===== src/rtl/float_result_queue_if.sv =====
// Handshake bundle between the float multiplier, the result queue and
// the result consumer.
interface float_result_queue_if #(
  parameter int FLOAT_SIZE = 32
);
  logic                  in_valid;
  logic                  in_ready;
  logic [FLOAT_SIZE-1:0] in_data;
  logic                  in_overflow;
  logic                  in_underflow;
  logic                  in_inexact;
  logic                  out_valid;
  logic                  out_ready;
  logic [FLOAT_SIZE-1:0] out_data;
  logic [2:0]            out_flags;

  modport slave (
    input  in_valid,
    output in_ready,
    input  in_data,
    input  in_overflow,
    input  in_underflow,
    input  in_inexact,
    output out_valid,
    input  out_ready,
    output out_data,
    output out_flags
  );

  modport master (
    output in_valid,
    input  in_ready,
    output in_data,
    output in_overflow,
    output in_underflow,
    output in_inexact,
    input  out_valid,
    output out_ready,
    input  out_data,
    input  out_flags
  );
endinterface


===== src/rtl/float_result_queue.sv =====
// FWFT result queue for the float multiplier with a sticky
// exception status word {overflow, underflow, inexact}.
module float_result_queue #(
  parameter int FLOAT_SIZE = 32,
  parameter int DEPTH      = 4
) (
  input  logic                       clk,
  input  logic                       rst_n,
  float_result_queue_if.slave        q,
  output logic [2:0]                 status,
  input  logic                       clear_status,
  output logic [$clog2(DEPTH):0]     count
);
  localparam int AW = $clog2(DEPTH);
  localparam int PW = AW + 1;
  localparam int EW = FLOAT_SIZE + 3;

  logic [EW-1:0] mem_q [DEPTH];
  logic [PW-1:0] wr_q, wr_d;
  logic [PW-1:0] rd_q, rd_d;
  logic [PW-1:0] cnt_q, cnt_d;
  logic [2:0]    stat_q, stat_d;
  logic          empty, full;
  logic          push, pop;
  logic [2:0]    flags_in;
  logic [EW-1:0] head;

  assign empty = (wr_q == rd_q);
  assign full  = (wr_q[AW-1:0] == rd_q[AW-1:0]) &&
                 (wr_q[PW-1] != rd_q[PW-1]);

  assign q.in_ready  = ~full;
  assign q.out_valid = ~empty;
  assign push = q.in_valid & ~full;
  assign pop  = q.out_ready & ~empty;

  assign flags_in = {q.in_overflow, q.in_underflow, q.in_inexact};
  assign head     = mem_q[rd_q[AW-1:0]];

  assign q.out_data  = head[FLOAT_SIZE-1:0];
  assign q.out_flags = head[EW-1:FLOAT_SIZE];
  assign status      = stat_q;
  assign count       = cnt_q;

  always_comb begin
    wr_d  = wr_q;
    rd_d  = rd_q;
    cnt_d = cnt_q;
    if (push) wr_d = wr_q + PW'(1);
    if (pop)  rd_d = rd_q + PW'(1);
    unique case (1'b1)
      push && !pop: cnt_d = cnt_q + PW'(1);
      pop && !push: cnt_d = cnt_q - PW'(1);
      default:      cnt_d = cnt_q;
    endcase
    // a flagged push wins over a clear so no exception is lost
    stat_d = (push ? flags_in : 3'b000) |
             (clear_status ? 3'b000 : stat_q);
  end

  always_ff @(posedge clk or negedge rst_n) begin
    if (!rst_n) begin
      wr_q   <= '0;
      rd_q   <= '0;
      cnt_q  <= '0;
      stat_q <= '0;
    end else begin
      wr_q   <= wr_d;
      rd_q   <= rd_d;
      cnt_q  <= cnt_d;
      stat_q <= stat_d;
    end
  end

  always_ff @(posedge clk) begin
    if (push) mem_q[wr_q[AW-1:0]] <= {flags_in, q.in_data};
  end
endmodule


===== src/flat_wrapper.sv =====
// flat-port wrapper written by rule: the top's interface ports become plain ports
module float_result_queue_flat 
#(
  parameter int FLOAT_SIZE = 32,
  parameter int DEPTH      = 4
)
  (clk, rst_n, status, clear_status, count, q_in_valid, q_in_ready, q_in_data, q_in_overflow, q_in_underflow, q_in_inexact, q_out_valid, q_out_ready, q_out_data, q_out_flags);
  float_result_queue_if #(.FLOAT_SIZE(FLOAT_SIZE)) q_i ();
  input  logic clk;
  input  logic rst_n;
  output logic [2:0] status;
  input  logic clear_status;
  output logic [$clog2(DEPTH):0] count;
  input wire logic [$bits(q_i.in_valid)-1:0] q_in_valid;
  output wire logic [$bits(q_i.in_ready)-1:0] q_in_ready;
  input wire logic [$bits(q_i.in_data)-1:0] q_in_data;
  input wire logic [$bits(q_i.in_overflow)-1:0] q_in_overflow;
  input wire logic [$bits(q_i.in_underflow)-1:0] q_in_underflow;
  input wire logic [$bits(q_i.in_inexact)-1:0] q_in_inexact;
  output wire logic [$bits(q_i.out_valid)-1:0] q_out_valid;
  input wire logic [$bits(q_i.out_ready)-1:0] q_out_ready;
  output wire logic [$bits(q_i.out_data)-1:0] q_out_data;
  output wire logic [$bits(q_i.out_flags)-1:0] q_out_flags;
  assign q_i.in_valid = q_in_valid;
  assign q_in_ready = q_i.in_ready;
  assign q_i.in_data = q_in_data;
  assign q_i.in_overflow = q_in_overflow;
  assign q_i.in_underflow = q_in_underflow;
  assign q_i.in_inexact = q_in_inexact;
  assign q_out_valid = q_i.out_valid;
  assign q_i.out_ready = q_out_ready;
  assign q_out_data = q_i.out_data;
  assign q_out_flags = q_i.out_flags;
  float_result_queue #(.FLOAT_SIZE(FLOAT_SIZE), .DEPTH(DEPTH)) u_core (.clk(clk), .rst_n(rst_n), .q(q_i), .status(status), .clear_status(clear_status), .count(count));
endmodule

===== config.mk =====
export PLATFORM = sky130hd
export DESIGN_NAME = float_result_queue_flat
export DESIGN_NICKNAME = d
export VERILOG_FILES = /design/src/rtl/float_result_queue_if.sv /design/src/rtl/float_result_queue.sv /design/src/flat_wrapper.sv
export SDC_FILE = /design/constraint.sdc
export NUM_CORES = 1
export LEC_CHECK = 0
export BUFFER_PORTS_ARGS = -buffer_cell sky130_fd_sc_hd__buf_2
export CAP_MARGIN = 25
export CORE_MARGIN = 2
export CORE_UTILIZATION = 55
export CTS_CLUSTER_SIZE = 40
export DETAILED_ROUTE_END_ITERATION = 10
export PLACE_DENSITY_LB_ADDON = 0.1
export SETUP_SLACK_MARGIN = 0.05
export SYNTH_ARGS = -nofsm -noshare
export SYNTH_HDL_FRONTEND = slang
export SYNTH_SLANG_ARGS = --single-unit
export TNS_END_PERCENT = 20

===== constraint.sdc =====
create_clock -name clk -period 6.8 [get_ports clk]
set_input_delay 0 -clock clk [delete_from_list [all_inputs] [get_ports clk]]
set_output_delay 0 -clock clk [all_outputs]
set_load 0.005 [all_outputs]

==> results.py <==
metrics = {
    "run_status": {
        "outcome": "completed",
    },
    "clock_tree": {
        "cts_sinks": 152,
        "cts_made_buffers": 17,
        "clk_path_buf_depth": 2,
        "cts_root_buffer": "clkbuf_8",
        "ctsResizeCount": 0,
        "clkTransAtPathRegs_ns": 0.06,
        "cts_tree": "done",
        "htreeDepth": 4,
        "worstSkewPairLatency_ns": 0.51,
    },
    "timing": {
        "rsz0062_at_grt": "no",
        "hold_viol": 0,
        "period_minus_slack_ns": 2.98,
        "skew_ns": 0.00595,
        "setup_tns_ns": 0,
        "post-route-period-util_pct": 43.8,
        "slew_violations": 0,
        "fmax_mhz": 335,
        "tightest_slew_ns": 0.984,
        "finalSetupViolations": 0,
        "relSlewSlack_pct": 34.4,
    },
    "route": {
        "met1_length_um": 4200,
        "highest-signal-layer": "met4",
        "drt_pass1_iterations": 4,
        "wl_met3_um": 391,
        "met2_length_um": 4990,
        "routedWlPerCell_um": 18.4,
        "wl_um": 9770,
        "ant_nets": 0,
        "vias": 2802,
        "drt-initial-drc-count": 142,
        "drcViolationCount": 0,
        "via_per_inst": 5.27,
    },
    "die": {
        "die_y_um": 107,
        "fp.coreArea_um2": 10300,
        "die-area_um2": 11400,
        "io-pin-count": 83,
        "fp.dieW_um": 107,
        "rows": 37,
        "start_util_pct": 56.6,
    },
    "power": {
        "vdd.ir_drop.worst_mv": 0.413,
        "net-switching-power_w": 0.000917,
        "pwr-share-comb_pct": 28.7,
        "netSwitchingFraction_pct": 28.5,
        "p_seq_share_pct": 43.5,
        "clkPwrFrac_pct": 27.8,
        "leakage_nw": 2.62,
        "powerDensity_nw_per_um2": 439,
        "p_int_w": 0.00230,
    },
    "layout": {
        "fin_util_pct": 71.4,
        "drive_gt1_share_pct": 40.9,
        "antenna_cells": 0,
        "stdcell_area_um2": 7340,
        "num-nets-final": 430,
        "syn_to_final_growth_pct": 26.0,
    },
    "critical_path": {
        "reg2reg_from": "u_core.rd_q[1]",
        "crit_slowest_cell": "dfrtp_2",
        "crit_end": "u_core.mem_q[1][13]",
        "rr_endpoint": "u_core.mem_q[1][13]",
        "cpPeakStageDelay_ns": 1.02,
        "crit_type": "flop to flop",
        "reg2reg_depth": 3,
        "rrSetupSlack_ns": 3.82,
        "cp.arrival_ns": 3.11,
        "worst-path-max-fanout": 41,
        "startpoint": "u_core.rd_q[1]",
        "end_kind": "flop",
        "crit_required_ns": 6.93,
        "cp_cell_sequence": "xnor2_2 -> a31oi_4 -> and2_2",
        "cp-start-kind": "flop",
    },
    "placed_design": {
        "portBuffers": 82,
        "gp_congestion": 0.777,
        "placed_area_um2": 6360,
        "dp.final_hpwl_um": 5350,
    },
    "synthesis": {
        "synth-seq-cells": 152,
        "synth.yosys.seq_area_share_pct": 77.4,
        "synth_common_cells": "edfxtp_1, mux4_2, dfrtp_1",
        "syn-cell-area_um2": 5820,
        "synth_edf_count": 140,
        "async_flop_share_pct": 7.89,
        "synth_cells": 248,
        "synth.distinct_cells": 29,
        "synth_nets": 295,
        "synth_warnings": 0,
        "synth_top_area_cell": "edfxtp_1",
        "synth_most_common_cell": "edfxtp_1",
        "yosys-top-cells-area": "edfxtp_1, mux4_2, dfrtp_1, ha_1, buf_6",
        "synth_flop_cell": "edfxtp_1",
        "avgSynthCellArea_um2": 23.5,
        "yosysTopAreaCellShare_pct": 72.2,
    },
    "global_route": {
        "grt_pass1_wl_um": 15600,
        "grt_use_total_pct": 19.1,
        "antenna_found_initial": 0,
        "grt_max_degree": 42,
        "grt_pass1_vias": 3021,
        "grt_overflow": 0,
    },
    "worst_hold_path": {
        "hold_class": "input pin to flop",
        "min_delay_path_depth": 2,
    },
    "run": {
        "max_cap_violations": 0,
    },
}
registers in the layout, summed over array words and instances, names as in the netlist:
| name | count |
|---|---|
| u_core.count | 3 |
| u_core.mem_q | 140 |
| u_core.rd_q | 3 |
| u_core.status | 3 |
| u_core.wr_q | 3 |
worst max-delay path: cells and delay by family, from the launching register on:
family                    cells  cell delay, ns
DFF                           1            1.02
and+or+nand+nor               1            0.85
xor gates and xnor gates      1            0.34
AOI/OAI and AO/OA             1            0.37
routing by layer:
layer	up-vias	global-route usage [%]
li1	1295	-
met2	69	30.7
met1	1423	24.7
met3	15	4.80
met4	0	9.18
met5	-	0
how the worst min path moves through the flow:
stage,slack (ns),from,endpoint
final,0.23,q_in_data[2],u_core.mem_q[1][2]
after global routing,0.22,q_in_data[2],u_core.mem_q[1][2]
after CTS,0.20,q_in_data[2],u_core.mem_q[1][2]
after detailed placement,-0.1,rst_n,u_core.count[2]
after global placement,-0.11,rst_n,u_core.status[1]
after floorplan,-0.30,rst_n,u_core.count[0]
cells in the final DEF (no fill, tap or decap), types with 4 or more instances in the layout:
cell type	netlist	final
xnor2_1	4	4
mux4_2	35	35
dlygate4sd3_1	0	40
clkbuf_16	0	16
nor2_1	4	4
inv_1	6	6
dfrtp_1	12	10
ha_1	6	6
buf_2	1	82
edfxtp_1	140	140
clkinv_2	0	5
layout make-up:
cell class | count | area [um2]
inverters | 6 | 22.5
flip-flops and latches | 152 | 4510
multi-input cells | 82 | 1230
clock inverters | 13 | 155
repair buffers | 124 | 826
clock buffers | 19 | 422
fillers | 662 | 2940
well taps | 136 | 170
cells by family (layout without fill, tap and decap cells):
kind of cell    Yosys count  count (layout)  synth area share (%)
flops                   152             152                  77.4
mux                      36              36                  13.7
simple gates             16              16                  1.40
buf+inv                  14             162                  1.63
compound gates           13              13                  2.13
xor+xnor                 10              10                  2.09
fa+ha+maj                 7               7                  1.63
through the flow:
stage          hold slack (ns)  cells  power, W  setup slack (ns)
4_1_cts                  0.205    532   0.00327              3.72
6_report                 0.235    532   0.00322              3.82
3_5_place_dp           -0.0969    460   0.00236              3.72
5_1_grt                  0.217    532   0.00340              3.57
3_3_place_gp            -0.106    460   0.00233              3.76
2_1_floorplan           -0.296    248   0.00203              4.45
timing repair:
item	4_1_cts	5_1_grt
setup buffers	0	0
setup endpoints to repair	0	0
hold buffers	40	0
endpoints found under the hold margin	166	0
power by group through the flow:
stage / Sequential [W] / Clock (W) / Combinational (W)
after floorplan: 0.00136 / 0 / 0.000676
after global placement: 0.00141 / 0 / 0.000924
after detailed placement: 0.00142 / 0 / 0.000936
after CTS: 0.00141 / 0.000913 / 0.000952
after global routing: 0.00143 / 0.000955 / 0.00102
final: 0.00140 / 0.000895 / 0.000925
No activity file was read; power rests on OpenSTA's default activity.
